## config.mk

```make
export PLATFORM = sky130hd
export DESIGN_NAME = multicycle_controller_flat
export DESIGN_NICKNAME = d
export VERILOG_FILES = /design/src/rtl/ctrl_pkg.sv /design/src/rtl/multicycle_controller_if.sv /design/src/rtl/cond_unit.sv /design/src/rtl/multicycle_controller.sv /design/src/flat_wrapper.sv
export SDC_FILE = /design/constraint.sdc
export NUM_CORES = 1
export LEC_CHECK = 0
export CORE_MARGIN = 5
export CORE_UTILIZATION = 37
export CTS_BUF_LIST = sky130_fd_sc_hd__clkbuf_8 sky130_fd_sc_hd__clkbuf_16
export DETAILED_ROUTE_END_ITERATION = 10
export PLACE_DENSITY = 0.89
export SYNTH_ARGS = -nofsm -noshare
export SYNTH_HDL_FRONTEND = slang
export SYNTH_HIERARCHICAL = 1
export SYNTH_SLANG_ARGS = --single-unit
```

## constraint.sdc

```tcl
create_clock -name clk -period 2.5 [get_ports clk]
set_clock_uncertainty 0.05 [all_clocks]
set_input_delay 0.5 -clock clk [delete_from_list [all_inputs] [get_ports clk]]
set_output_delay 0.5 -clock clk [all_outputs]
set_load 0.1 [all_outputs]
```

## src/rtl/ctrl_pkg.sv

```systemverilog
// Shared types and encodings for the multicycle ARM control unit.
package ctrl_pkg;

  typedef enum logic [3:0] {
    S_FETCH, S_DECODE, S_MEMADR, S_MEMREAD, S_MEMWB,
    S_MEMWRITE, S_EXECR, S_EXECI, S_ALUWB, S_BRANCH
  } state_t;

  localparam logic [2:0] ALU_ADD = 3'd0;
  localparam logic [2:0] ALU_SUB = 3'd1;
  localparam logic [2:0] ALU_AND = 3'd2;
  localparam logic [2:0] ALU_ORR = 3'd3;
  localparam logic [2:0] ALU_EOR = 3'd4;

  localparam logic [3:0] CMD_AND = 4'b0000;
  localparam logic [3:0] CMD_EOR = 4'b0001;
  localparam logic [3:0] CMD_SUB = 4'b0010;
  localparam logic [3:0] CMD_ADD = 4'b0100;
  localparam logic [3:0] CMD_TST = 4'b1000;
  localparam logic [3:0] CMD_CMP = 4'b1010;
  localparam logic [3:0] CMD_ORR = 4'b1100;

  localparam logic [3:0] COND_EQ = 4'b0000;
  localparam logic [3:0] COND_NE = 4'b0001;
  localparam logic [3:0] COND_CS = 4'b0010;
  localparam logic [3:0] COND_CC = 4'b0011;
  localparam logic [3:0] COND_MI = 4'b0100;
  localparam logic [3:0] COND_PL = 4'b0101;
  localparam logic [3:0] COND_VS = 4'b0110;
  localparam logic [3:0] COND_VC = 4'b0111;
  localparam logic [3:0] COND_HI = 4'b1000;
  localparam logic [3:0] COND_LS = 4'b1001;
  localparam logic [3:0] COND_GE = 4'b1010;
  localparam logic [3:0] COND_LT = 4'b1011;
  localparam logic [3:0] COND_GT = 4'b1100;
  localparam logic [3:0] COND_LE = 4'b1101;
  localparam logic [3:0] COND_AL = 4'b1110;

  function automatic logic [2:0] alu_op(input logic [3:0] cmd);
    case (cmd)
      CMD_SUB, CMD_CMP: alu_op = ALU_SUB;
      CMD_AND, CMD_TST: alu_op = ALU_AND;
      CMD_ORR:          alu_op = ALU_ORR;
      CMD_EOR:          alu_op = ALU_EOR;
      default:          alu_op = ALU_ADD;
    endcase
  endfunction

endpackage

```

## src/rtl/multicycle_controller_if.sv

```systemverilog
// Instruction-field inputs and datapath control outputs of the multicycle controller.
interface multicycle_controller_if #(parameter int ALU_CTL_W = 2);
  logic [3:0]           cond;
  logic [1:0]           op;
  logic [5:0]           funct;
  logic [3:0]           rd;
  logic [3:0]           alu_flags;
  logic                 mem_ready;
  logic                 pc_w, ir_w, reg_w, mem_w, adr_src, alu_src_a;
  logic [1:0]           alu_src_b, result_src, imm_src, reg_src;
  logic [ALU_CTL_W-1:0] alu_ctl;
  logic                 illegal;
  logic [3:0]           flags_q;

  modport master (
    output cond, op, funct, rd, alu_flags, mem_ready,
    input  pc_w, ir_w, reg_w, mem_w, adr_src, alu_src_a, alu_src_b, result_src,
           imm_src, reg_src, alu_ctl, illegal, flags_q
  );
  modport slave (
    input  cond, op, funct, rd, alu_flags, mem_ready,
    output pc_w, ir_w, reg_w, mem_w, adr_src, alu_src_a, alu_src_b, result_src,
           imm_src, reg_src, alu_ctl, illegal, flags_q
  );
endinterface

```

## src/rtl/cond_unit.sv

```systemverilog
// Condition-code evaluator plus the architectural NZCV register.
module cond_unit
  import ctrl_pkg::*;
(
  input  logic       clk,
  input  logic       reset_n,
  input  logic [3:0] cond,
  input  logic [3:0] alu_flags,
  input  logic       we_nz,
  input  logic       we_cv,
  output logic       cond_ex,
  output logic [3:0] flags_q
);
  logic n, z, c, v;
  assign {n, z, c, v} = flags_q;

  always_comb begin
    cond_ex = 1'b0;
    case (cond)
      COND_EQ: cond_ex = z;
      COND_NE: cond_ex = !z;
      COND_CS: cond_ex = c;
      COND_CC: cond_ex = !c;
      COND_MI: cond_ex = n;
      COND_PL: cond_ex = !n;
      COND_VS: cond_ex = v;
      COND_VC: cond_ex = !v;
      COND_HI: cond_ex = c && !z;
      COND_LS: cond_ex = !c || z;
      COND_GE: cond_ex = (n == v);
      COND_LT: cond_ex = (n != v);
      COND_GT: cond_ex = !z && (n == v);
      COND_LE: cond_ex = z || (n != v);
      COND_AL: cond_ex = 1'b1;
      default: cond_ex = 1'b0;
    endcase
  end

  // A failed condition suppresses the flag update as well as the writeback.
  always_ff @(posedge clk) begin
    if (!reset_n) begin
      flags_q <= 4'b0000;
    end else begin
      if (we_nz && cond_ex) flags_q[3:2] <= alu_flags[3:2];
      if (we_cv && cond_ex) flags_q[1:0] <= alu_flags[1:0];
    end
  end
endmodule

```

## src/rtl/multicycle_controller.sv

```systemverilog
// Moore FSM sequencing fetch/decode/memory/ALU phases of the multicycle ARM datapath.
// Optional conditional execution and NZCV register under COND_EXEC_EN.
module multicycle_controller
  import ctrl_pkg::*;
#(
  parameter int ALU_CTL_W = 2
) (
  input logic                     clk,
  input logic                     reset_n,
  multicycle_controller_if.slave  bus
);
  state_t     state, state_nxt;
  logic [3:0] cmd;
  logic       cmd_ok, no_wb, s_bit, upd_cv, exec_st;
  logic       flags_we_nz, flags_we_cv, cond_ex;
  logic [3:0] flags_q;
  logic       pc_w_c, ir_w_c, reg_w_c, mem_w_c;
  logic [2:0] alu_ctl_full;
  logic       rd_pc;

  assign cmd   = bus.funct[4:1];
  assign no_wb = (cmd == CMD_CMP) || (cmd == CMD_TST);
  assign s_bit = bus.funct[0] || no_wb;
  assign upd_cv = (cmd == CMD_ADD) || (cmd == CMD_SUB) || (cmd == CMD_CMP);
  assign rd_pc = (bus.rd == 4'd15);

  always_comb begin
    cmd_ok = 1'b0;
    case (cmd)
      CMD_AND, CMD_SUB, CMD_ADD, CMD_TST, CMD_CMP, CMD_ORR: cmd_ok = 1'b1;
      CMD_EOR: cmd_ok = (ALU_CTL_W == 3);
      default: cmd_ok = 1'b0;
    endcase
  end

  assign exec_st     = (state == S_EXECR) || (state == S_EXECI);
  assign flags_we_nz = exec_st && s_bit;
  assign flags_we_cv = flags_we_nz && upd_cv;

`ifdef COND_EXEC_EN
  cond_unit u_cond (
    .clk       (clk),
    .reset_n   (reset_n),
    .cond      (bus.cond),
    .alu_flags (bus.alu_flags),
    .we_nz     (flags_we_nz),
    .we_cv     (flags_we_cv),
    .cond_ex   (cond_ex),
    .flags_q   (flags_q)
  );
`else
  logic unused_cond_path;
  assign unused_cond_path = ^{bus.cond, bus.alu_flags, flags_we_nz, flags_we_cv};
  assign cond_ex = 1'b1;
  assign flags_q = 4'b0000;
`endif

  always_ff @(posedge clk) begin
    if (!reset_n) state <= S_FETCH;
    else          state <= state_nxt;
  end

  always_comb begin
    state_nxt      = state;
    pc_w_c         = 1'b0;
    ir_w_c         = 1'b0;
    reg_w_c        = 1'b0;
    mem_w_c        = 1'b0;
    bus.adr_src    = 1'b0;
    bus.alu_src_a  = 1'b0;
    bus.alu_src_b  = 2'd0;
    bus.result_src = 2'd0;
    bus.illegal    = 1'b0;
    alu_ctl_full   = ALU_ADD;
    case (state)
      S_FETCH: begin
        bus.alu_src_a  = 1'b1;
        bus.alu_src_b  = 2'd2;
        bus.result_src = 2'd2;
        ir_w_c         = bus.mem_ready;
        pc_w_c         = bus.mem_ready;
        if (bus.mem_ready) state_nxt = S_DECODE;
      end
      S_DECODE: begin
        bus.alu_src_a  = 1'b1;
        bus.alu_src_b  = 2'd2;
        bus.result_src = 2'd2;
        case (bus.op)
          2'b01: state_nxt = S_MEMADR;
          2'b10: state_nxt = S_BRANCH;
          2'b00: begin
            if (cmd_ok) state_nxt = bus.funct[5] ? S_EXECI : S_EXECR;
            else begin
              bus.illegal = 1'b1;
              state_nxt   = S_FETCH;
            end
          end
          default: begin
            bus.illegal = 1'b1;
            state_nxt   = S_FETCH;
          end
        endcase
      end
      S_MEMADR: begin
        bus.alu_src_b = 2'd1;
        state_nxt     = bus.funct[0] ? S_MEMREAD : S_MEMWRITE;
      end
      S_MEMREAD: begin
        bus.adr_src = 1'b1;
        if (bus.mem_ready) state_nxt = S_MEMWB;
      end
      S_MEMWRITE: begin
        bus.adr_src = 1'b1;
        mem_w_c     = cond_ex;
        if (bus.mem_ready) state_nxt = S_FETCH;
      end
      S_MEMWB: begin
        bus.result_src = 2'd1;
        reg_w_c        = cond_ex;
        pc_w_c         = cond_ex && rd_pc;
        state_nxt      = S_FETCH;
      end
      S_EXECR, S_EXECI: begin
        bus.alu_src_b = (state == S_EXECI) ? 2'd1 : 2'd0;
        alu_ctl_full  = alu_op(cmd);
        state_nxt     = S_ALUWB;
      end
      S_ALUWB: begin
        reg_w_c   = cond_ex && !no_wb;
        pc_w_c    = cond_ex && !no_wb && rd_pc;
        state_nxt = S_FETCH;
      end
      S_BRANCH: begin
        bus.alu_src_b  = 2'd1;
        bus.result_src = 2'd2;
        pc_w_c         = cond_ex;
        state_nxt      = S_FETCH;
      end
      default: state_nxt = S_FETCH;
    endcase
  end

  assign bus.pc_w     = pc_w_c  && reset_n;
  assign bus.ir_w     = ir_w_c  && reset_n;
  assign bus.reg_w    = reg_w_c && reset_n;
  assign bus.mem_w    = mem_w_c && reset_n;
  assign bus.alu_ctl  = ALU_CTL_W'(alu_ctl_full);
  assign bus.imm_src  = bus.op;
  assign bus.reg_src  = {bus.op == 2'b01, bus.op == 2'b10};
  assign bus.flags_q  = flags_q;
endmodule

```

## src/flat_wrapper.sv

```systemverilog
// flat-port wrapper written by rule: the top's interface ports become plain ports
module multicycle_controller_flat import ctrl_pkg::*;
#(
  parameter int ALU_CTL_W = 2
)
  (clk, reset_n, bus_cond, bus_op, bus_funct, bus_rd, bus_alu_flags, bus_mem_ready, bus_pc_w, bus_ir_w, bus_reg_w, bus_mem_w, bus_adr_src, bus_alu_src_a, bus_alu_src_b, bus_result_src, bus_imm_src, bus_reg_src, bus_alu_ctl, bus_illegal, bus_flags_q);
  multicycle_controller_if #(.ALU_CTL_W(ALU_CTL_W)) bus_i ();
  input logic clk;
  input logic reset_n;
  input wire logic [$bits(bus_i.cond)-1:0] bus_cond;
  input wire logic [$bits(bus_i.op)-1:0] bus_op;
  input wire logic [$bits(bus_i.funct)-1:0] bus_funct;
  input wire logic [$bits(bus_i.rd)-1:0] bus_rd;
  input wire logic [$bits(bus_i.alu_flags)-1:0] bus_alu_flags;
  input wire logic [$bits(bus_i.mem_ready)-1:0] bus_mem_ready;
  output wire logic [$bits(bus_i.pc_w)-1:0] bus_pc_w;
  output wire logic [$bits(bus_i.ir_w)-1:0] bus_ir_w;
  output wire logic [$bits(bus_i.reg_w)-1:0] bus_reg_w;
  output wire logic [$bits(bus_i.mem_w)-1:0] bus_mem_w;
  output wire logic [$bits(bus_i.adr_src)-1:0] bus_adr_src;
  output wire logic [$bits(bus_i.alu_src_a)-1:0] bus_alu_src_a;
  output wire logic [$bits(bus_i.alu_src_b)-1:0] bus_alu_src_b;
  output wire logic [$bits(bus_i.result_src)-1:0] bus_result_src;
  output wire logic [$bits(bus_i.imm_src)-1:0] bus_imm_src;
  output wire logic [$bits(bus_i.reg_src)-1:0] bus_reg_src;
  output wire logic [$bits(bus_i.alu_ctl)-1:0] bus_alu_ctl;
  output wire logic [$bits(bus_i.illegal)-1:0] bus_illegal;
  output wire logic [$bits(bus_i.flags_q)-1:0] bus_flags_q;
  assign bus_i.cond = bus_cond;
  assign bus_i.op = bus_op;
  assign bus_i.funct = bus_funct;
  assign bus_i.rd = bus_rd;
  assign bus_i.alu_flags = bus_alu_flags;
  assign bus_i.mem_ready = bus_mem_ready;
  assign bus_pc_w = bus_i.pc_w;
  assign bus_ir_w = bus_i.ir_w;
  assign bus_reg_w = bus_i.reg_w;
  assign bus_mem_w = bus_i.mem_w;
  assign bus_adr_src = bus_i.adr_src;
  assign bus_alu_src_a = bus_i.alu_src_a;
  assign bus_alu_src_b = bus_i.alu_src_b;
  assign bus_result_src = bus_i.result_src;
  assign bus_imm_src = bus_i.imm_src;
  assign bus_reg_src = bus_i.reg_src;
  assign bus_alu_ctl = bus_i.alu_ctl;
  assign bus_illegal = bus_i.illegal;
  assign bus_flags_q = bus_i.flags_q;
  multicycle_controller #(.ALU_CTL_W(ALU_CTL_W)) u_core (.clk(clk), .reset_n(reset_n), .bus(bus_i));
endmodule
```

==> out/qor.csv, run 1 <==
metric,value,unit
clock tree from TritonCTS,built,
endpoint type of the worst setup path,output port,
iteration-0 DRC count of the detailed router,11,
depth of the most critical reg-to-reg path,3,
routed wirelength normalized by instance count,14.20,um
total global routing overflow,0,
worst hold slack after final layout,557.2,ps
required time reported for the critical path endpoint,1950,ps
mean instance size in the synthesized netlist,7.463,sq um
minimum period implied by the final worst setup slack,2432,ps
Max Fclk,0.4112,GHz
insertion delay of the later-clocked pin in the worst-skew pair,220,ps
total area of multi-input combinational cells,543.0,sq um
"Area growth, synth to finish",91.52,%
PwrDens,389.6,nW/um^2
fill cell count,125,
clock slew at reported path FFs,30,ps
final number of setup-violating endpoints,0,
biggest area contributors in the synthesized netlist,"dfxtp_1 (13%), buf_4 (8.3%), ha_1 (7.9%)",
number of max-cap violations,0,
area post-placement,1151,sq um
"Cell Chain, Critical Path",clkdlybuf4s50_1 > or3b_4 > a31oi_4 > o31ai_4 > buf_12,
"Hold Vio Cnt, Final",0,
data arrival time of the critical path,1880,ps
max reg flops,4,
launch point of the critical path,bus_funct[1],
largest register by flop count,u_core/state,
endpoint of the most critical register-to-register path,u_core/state[2],
number of buffers inserted for hold repair after clock tree synthesis,0,
Critical Path Start Type,input pin,
Global Route Usage Sum,0.1478,
chip height,51.41,um
Synth Register Bits,4,
Num CTS Buffers,3,
Starting Density,0.3798,
Via-to-Cell Ratio,5.448,
core area,1670,sq um
routed wire length,1903,um
number of rows created at floorplan,15,
pin count of the biggest net entering global routing,17,
number of iterations in the first detailed-routing pass,4,
peak fanout along the critical path,2,
boundary pin count,44,
htree depth,1,
largest stage delay on the critical path,420,ps
count of input and output buffers,31,
unrepaired setup endpoints after global routing,false,
leakage power of the design,0.4763,nW
routability cong.,0.8291,
worst setup path category,input pin to output port,
sequential fraction of the synthesis area,0.1262,
total power of the final layout,0.0004734,W
post-detailed-route DRC marker count,0,
overall die area,2642,sq um
number of slew-limit violations in the final report,0,
biggest regs,u_core/state x4,
Finished Cell Area,1215,sq um
top cell type by total area after synthesis,dfxtp_1,
Cell variety after synth,39,
fraction of final layout cells sized beyond drive strength 1,0.3590,
total via count in the routed design,730,
number of warnings issued by yosys,6,
clk sinks,4,
first-pass GRT wire length,3022,um
detailed placer's ending HPWL,1542,um
number of post-CTS setup repair buffers,0,
number of nets still failing antenna checks after routing,0,
synthesized area,634.4,sq um
min-delay worst type,flip-flop to flip-flop,
end point of the critical path,bus_pc_w,
slew at the pin closest to its max-slew limit,574.1,ps
CTS root buffer,clkbuf_8,
fraction of synthesized cell area taken by the top area cell type,0.1262,
number of antenna violations at the first check in global routing,0,
"reg-to-reg slack, setup",910,ps
reg-to-reg startpoint,u_core/state[0],
portion of the clock cycle consumed by the worst path in the final layout,0.9728,
worst-path cell with the longest stage delay,clkdlybuf4s50_1,
Max-slew headroom,0.6168,
outcome,finished clean,
Syn Inst Count,85,
VDD IR max,0.0003521,V
number of antenna repair diodes,0,
Nets,146,
buffer depth of the longest clock path,2,
number of global-route vias before repair,678,
floorplan die width,51.41,um
combined flip-flop and latch cell area,81.33,sq um
==> critical path: cells and delay by family <==
kind                   cells  cell delay, ps
and+or+nand+nor            1             410
buffers and inverters      2             600
AOI/OAI and AO/OA          2             360
==> cell type report <==
class,count,share of cell area
Inverter,6,0.01854
Sequential cell,4,0.06694
Clock buffer,3,0.03399
Timing Repair Buffer,37,0.4161
Tap cell,17,0.01751
Multi-Input combinational cell,67,0.4470
==> what timing repair did <==
action | CTS | global route
setup endpoints to repair | 3 | 2
resized for setup | 2 | 5
pin swaps | 1 | 1
==> cell usage after synthesis <==
cell type	n
a211o_1	1
a21boi_0	1
a21oi_1	1
a22oi_1	1
a31oi_1	3
a32o_1	1
a41oi_1	1
and2_1	1
and2b_1	1
and3_1	2
buf_2	3
buf_4	7
buf_6	1
conb_1	1
dfxtp_1	4
ha_1	4
inv_1	6
mux2_2	1
nand2_1	5
nand2b_1	4
nand3_1	2
nand3b_1	2
nand4_1	3
nand4b_1	1
nor2_1	5
nor2b_1	5
nor3_1	3
nor3b_1	1
nor4b_2	2
o2111ai_1	1
o211ai_1	1
o21a_1	1
o2bb2ai_1	1
o31ai_1	1
o32a_2	1
or3_1	3
or3b_1	1
or3b_2	1
xnor2_1	1
==> worst min-delay path by stage <==
| stage | from | endpoint | slack, ps | cells past startpoint |
|---|---|---|---|---|
| floorplan | u_core/state[1] | u_core/state[3] | 550 | 3 |
| finish | u_core/state[1] | u_core/state[3] | 560 | 2 |
| CTS | u_core/state[1] | u_core/state[3] | 560 | 2 |
| global route | u_core/state[1] | u_core/state[3] | 610 | 2 |
| detailed placement | u_core/state[1] | u_core/state[3] | 550 | 2 |
| global placement | u_core/state[1] | u_core/state[3] | 520 | 2 |
==> through the flow <==
step | utilization | setup WS [ps] | std cells | setup TNS, ps
2_1_floorplan | - | -684.1 | 88 | -1874
3_3_place_gp | 0.6891 | -76.47 | 131 | -99.97
3_5_place_dp | 0.6891 | -98.47 | 131 | -144.5
4_1_cts | 0.7169 | 2.629 | 134 | 0
5_1_grt | 0.7273 | 33.88 | 134 | 0
6_report | 0.7273 | 67.90 | 134 | 0
==> layout by cell type, fill, tap and decap left out, types with 2 or more instances in the layout <==
cell type / count
dlymetal6s2s_1: 2
buf_4: 8
nand2b_1: 4
nor3_2: 2
inv_1: 6
a31oi_1: 2
nand2_1: 5
buf_12: 15
nor2b_1: 4
nand3b_1: 2
or3_1: 3
nor2_1: 3
clkdlybuf4s50_1: 12
conb_1: 4
dfxtp_1: 3
nand3_1: 2
nand4_1: 3
ha_1: 3
clkbuf_8: 3
==> layer usage <==
layer  wire [um]  up-vias  track usage  part of all wire
met5           0        -            0                 0
met3          68        2      0.04665             0.036
met1         850      347       0.1748              0.45
met4          12        0      0.03493            0.0063
li1            -      360            -                 -
met2         971       21       0.2564              0.51
==> logic make-up after synthesis <==
family / Yosys count / synth area share
other: 1 / 0.005911
multiplexers: 1 / 0.01775
AO/OA/AOI/OAI: 15 / 0.1854
buffers and inverters: 17 / 0.1598
adder cells (fa/ha/maj): 4 / 0.07890
XOR/XNOR: 1 / 0.01381
flip-flops: 4 / 0.1262
AND/OR/NAND/NOR: 42 / 0.4122
==> power breakdown <==
part	internal [W]	switching, W	leakage [nW]
logic	0.0000926	0.000164	0.422
registers	0.0000672	0.0000114	0.0331
clock network	0.000103	0.0000355	0.0216
total	0.000263	0.000211	0.476
(Power assumes the default switching activity.)
==> run 2, diff against run 1 <==
--- a/config.mk
+++ b/config.mk
@@ -5,11 +5,11 @@
 export SDC_FILE = /design/constraint.sdc
 export NUM_CORES = 1
 export LEC_CHECK = 0
-export CORE_MARGIN = 5
-export CORE_UTILIZATION = 37
+export ABC_AREA = 1
+export CORE_UTILIZATION = 36
 export CTS_BUF_LIST = sky130_fd_sc_hd__clkbuf_8 sky130_fd_sc_hd__clkbuf_16
 export DETAILED_ROUTE_END_ITERATION = 10
-export PLACE_DENSITY = 0.89
+export PLACE_DENSITY = 0.9
 export SYNTH_ARGS = -nofsm -noshare
 export SYNTH_HDL_FRONTEND = slang
 export SYNTH_HIERARCHICAL = 1
==> run 2 against run 1 <==
Compared with the run above:
- critical path depth grew 2
- clock power about the same
- utilization fell by 1.1 points
- clock-buffer cell count stayed put
- combinational power grew 25%
- synthesized area shrank 7.7%
- sequential share of layout area increased by 0.73 points
- critical endpoint is now bus_illegal
==> out/qor.csv, run 2 <==
metric,value,unit
Starting Density,0.3887,
most instantiated cells after synthesis,"nand2_1 (29), inv_1 (17), nor2_1 (11)",
first-pass GRT wire length,2628,um
post-synthesis simple-gate area fraction,0.4209,
Finished Cell Area,1079,sq um
Max Fclk,0.4206,GHz
htree depth,1,
number of rows created at floorplan,14,
count of cells resized by post-cts repair,0,
number of warnings issued by yosys,6,
"most common cell after layout, fill and taps aside",nand2_1,
proportion of register bits with asynchronous set or reset after synthesis,0,
most frequent cells in the layout,"nand2_1 (29), inv_1 (17), clkdlybuf4s50_1 (14), buf_12 (14)",
buffer depth of the longest clock path,2,
"reg-to-reg slack, setup",1190,ps
min-delay worst type,flip-flop to flip-flop,
worst-path cell with the longest stage delay,clkdlybuf4s50_1,
Buf/Inv on CP,3,
core area,1506,sq um
compound-cell area share of the yosys netlist,0.1197,
Worst Hold Endpoint,u_core/state[3],
Syn Inst Count,104,
minimum period implied by the final worst setup slack,2377,ps
routed wirelength normalized by instance count,10.15,um
fraction of final layout cells sized beyond drive strength 1,0.2741,
Global Route Usage Sum,0.1929,
core utilization of the finished layout,0.7159,
"Hold Vio Cnt, Final",0,
routability cong.,0.8247,
unrepaired setup endpoints after global routing,false,
number of global-route vias before repair,681,
clock slew at reported path FFs,30,ps
synthesized area,585.6,sq um
boundary pin count,44,
overall die area,1792,sq um
iteration-0 DRC count of the detailed router,23,
max reg flops,4,
Critical Path Start Type,input pin,
peak fanout along the critical path,3,
floorplan die width,42.33,um
pin count of the biggest net entering global routing,9,
endpoint of the most critical register-to-register path,u_core/state[2],
portion of the clock cycle consumed by the worst path in the final layout,0.9510,
sequential fraction of the synthesis area,0.1368,
number of buffers inserted for hold repair after clock tree synthesis,0,
Cell variety after synth,23,
detailed placer's ending HPWL,1304,um
VDD IR max,0.0002757,V
clock tree from TritonCTS,built,
beginning of the worst hold path,u_core/state[0],
PwrDens,495.0,nW/um^2
area post-placement,1037,sq um
worst hold slack after final layout,624.4,ps
"Cell Chain, Critical Path",clkdlybuf4s50_1 > inv_1 > ha_1 > nand2_1 > nand2_1 > a21oi_2 > buf_12,
chip height,42.33,um
CTS root buffer,clkbuf_8,
total global routing overflow,0,
cell class contributing the biggest share of worst-path delay,buffers and inverters,
"Top cell by count, worst path",nand2_1,
biggest regs,u_core/state x4,
Cells on Worst Hold Path,4,
total via count in the routed design,732,
routed wire length,1533,um
biggest area contributors in the synthesized netlist,"nand2_1 (19%), dfxtp_1 (14%), inv_1 (11%)",
Via-to-Cell Ratio,4.848,
fraction of the mapped netlist area in adder cells,0.08547,
Synth Register Bits,4,
largest register by flop count,u_core/state,
number of iterations in the first detailed-routing pass,4,
number of max-cap violations,0,
largest stage delay on the critical path,480,ps
number of post-CTS setup repair buffers,0,
mux contribution to synthesized area,0,
top cell type by total area after synthesis,nand2_1,
number of antenna repair diodes,0,
xor and xnor fraction of the mapped netlist area,0,
count of input and output buffers,31,
required time reported for the critical path endpoint,1950,ps
worst setup path category,input pin to output port,
Nets,164,
clk sinks,4,
insertion delay of the later-clocked pin in the worst-skew pair,220,ps
leakage power of the design,0.5282,nW
most used standard cell by instance count after synthesis,nand2_1,
data arrival time of the critical path,1830,ps
fraction of synthesized cell area taken by the top area cell type,0.1859,
Num CTS Buffers,3,
depth of the most critical reg-to-reg path,6,
number of slew-limit violations in the final report,0,
dominant combinational cell family by area after synthesis,simple AND/OR/NAND/NOR gates,
fill cell count,121,
post-detailed-route DRC marker count,0,
outcome,finished clean,
number of antenna violations at the first check in global routing,0,
endpoint type of the worst setup path,output port,
reg-to-reg startpoint,u_core/state[1],
number of enable flip-flop cells after synthesis,0,
number of nets still failing antenna checks after routing,0,
final number of setup-violating endpoints,0,
"Area growth, synth to finish",84.19,%
mean instance size in the synthesized netlist,5.630,sq um
commonest register cell after synthesis,dfxtp_1,
==> run 2: worst max-delay path by stage <==
stage                     cells after the start            start  slack [ps]              to
after CTS                                     7        bus_op[0]         110     bus_illegal
after floorplan                               4  u_core/state[2]        -400  bus_alu_ctl[1]
after global placement                        7        bus_op[0]         150     bus_illegal
final                                         7        bus_op[0]         120     bus_illegal
after global routing                          7        bus_op[0]          30     bus_illegal
after detailed placement                      7        bus_op[0]         110     bus_illegal
==> run 2: area by class of cell <==
cell class	instances	area, sq um	area share
multi-input combinational	76	407.9	0.3782
tap	16	20.02	0.01856
timing repair buffer	33	457.9	0.4246
clock buffer	3	41.29	0.03828
sequential	4	80.08	0.07425
inverter	19	71.32	0.06613
==> run 2: kinds of logic after synthesis <==
group	Yosys count
AOI/OAI and AO/OA	12
adders and majority gates	4
buffers and inverters	27
DFF	4
other	1
and+or+nand+nor	56
==> run 2: worst min-delay path, cell delays in order, from the launching register on <==
cell	delay (ps)
dfxtp_1	360
nand2_1	100
nor2_2	50
nand2_1	50
a21oi_1	50
==> run 2: power breakdown <==
group          internal (W)  leakage (nW)  switching, W
registers         0.0000688        0.0326    0.00000827
logic              0.000101         0.474      0.000218
clock network      0.000103        0.0216     0.0000352
total              0.000272         0.528      0.000262
==> run 2: layer usage <==
| metal | track usage | part of all wire | vias up |
|---|---|---|---|
| met2 | 0.3415 | 0.54 | 32 |
| met4 | 0.1000 | 0.0052 | 0 |
| met5 | 0 | 0 | - |
| li1 | - | - | 379 |
| met1 | 0.2037 | 0.38 | 319 |
| met3 | 0.05603 | 0.075 | 2 |
==> run 2: metrics by stage <==
| step | power, W | cells | setup slack [ps] | setup TNS, ps |
|---|---|---|---|---|
| floorplan | 0.0003050 | 107 | -402.4 | -402.4 |
| global placement | 0.0003918 | 148 | 148.9 | 0 |
| detailed placement | 0.0003969 | 148 | 110.5 | 0 |
| CTS | 0.0005394 | 151 | 109.9 | 0 |
| global route | 0.0005629 | 151 | 25.45 | 0 |
| finish | 0.0005339 | 151 | 122.5 | 0 |
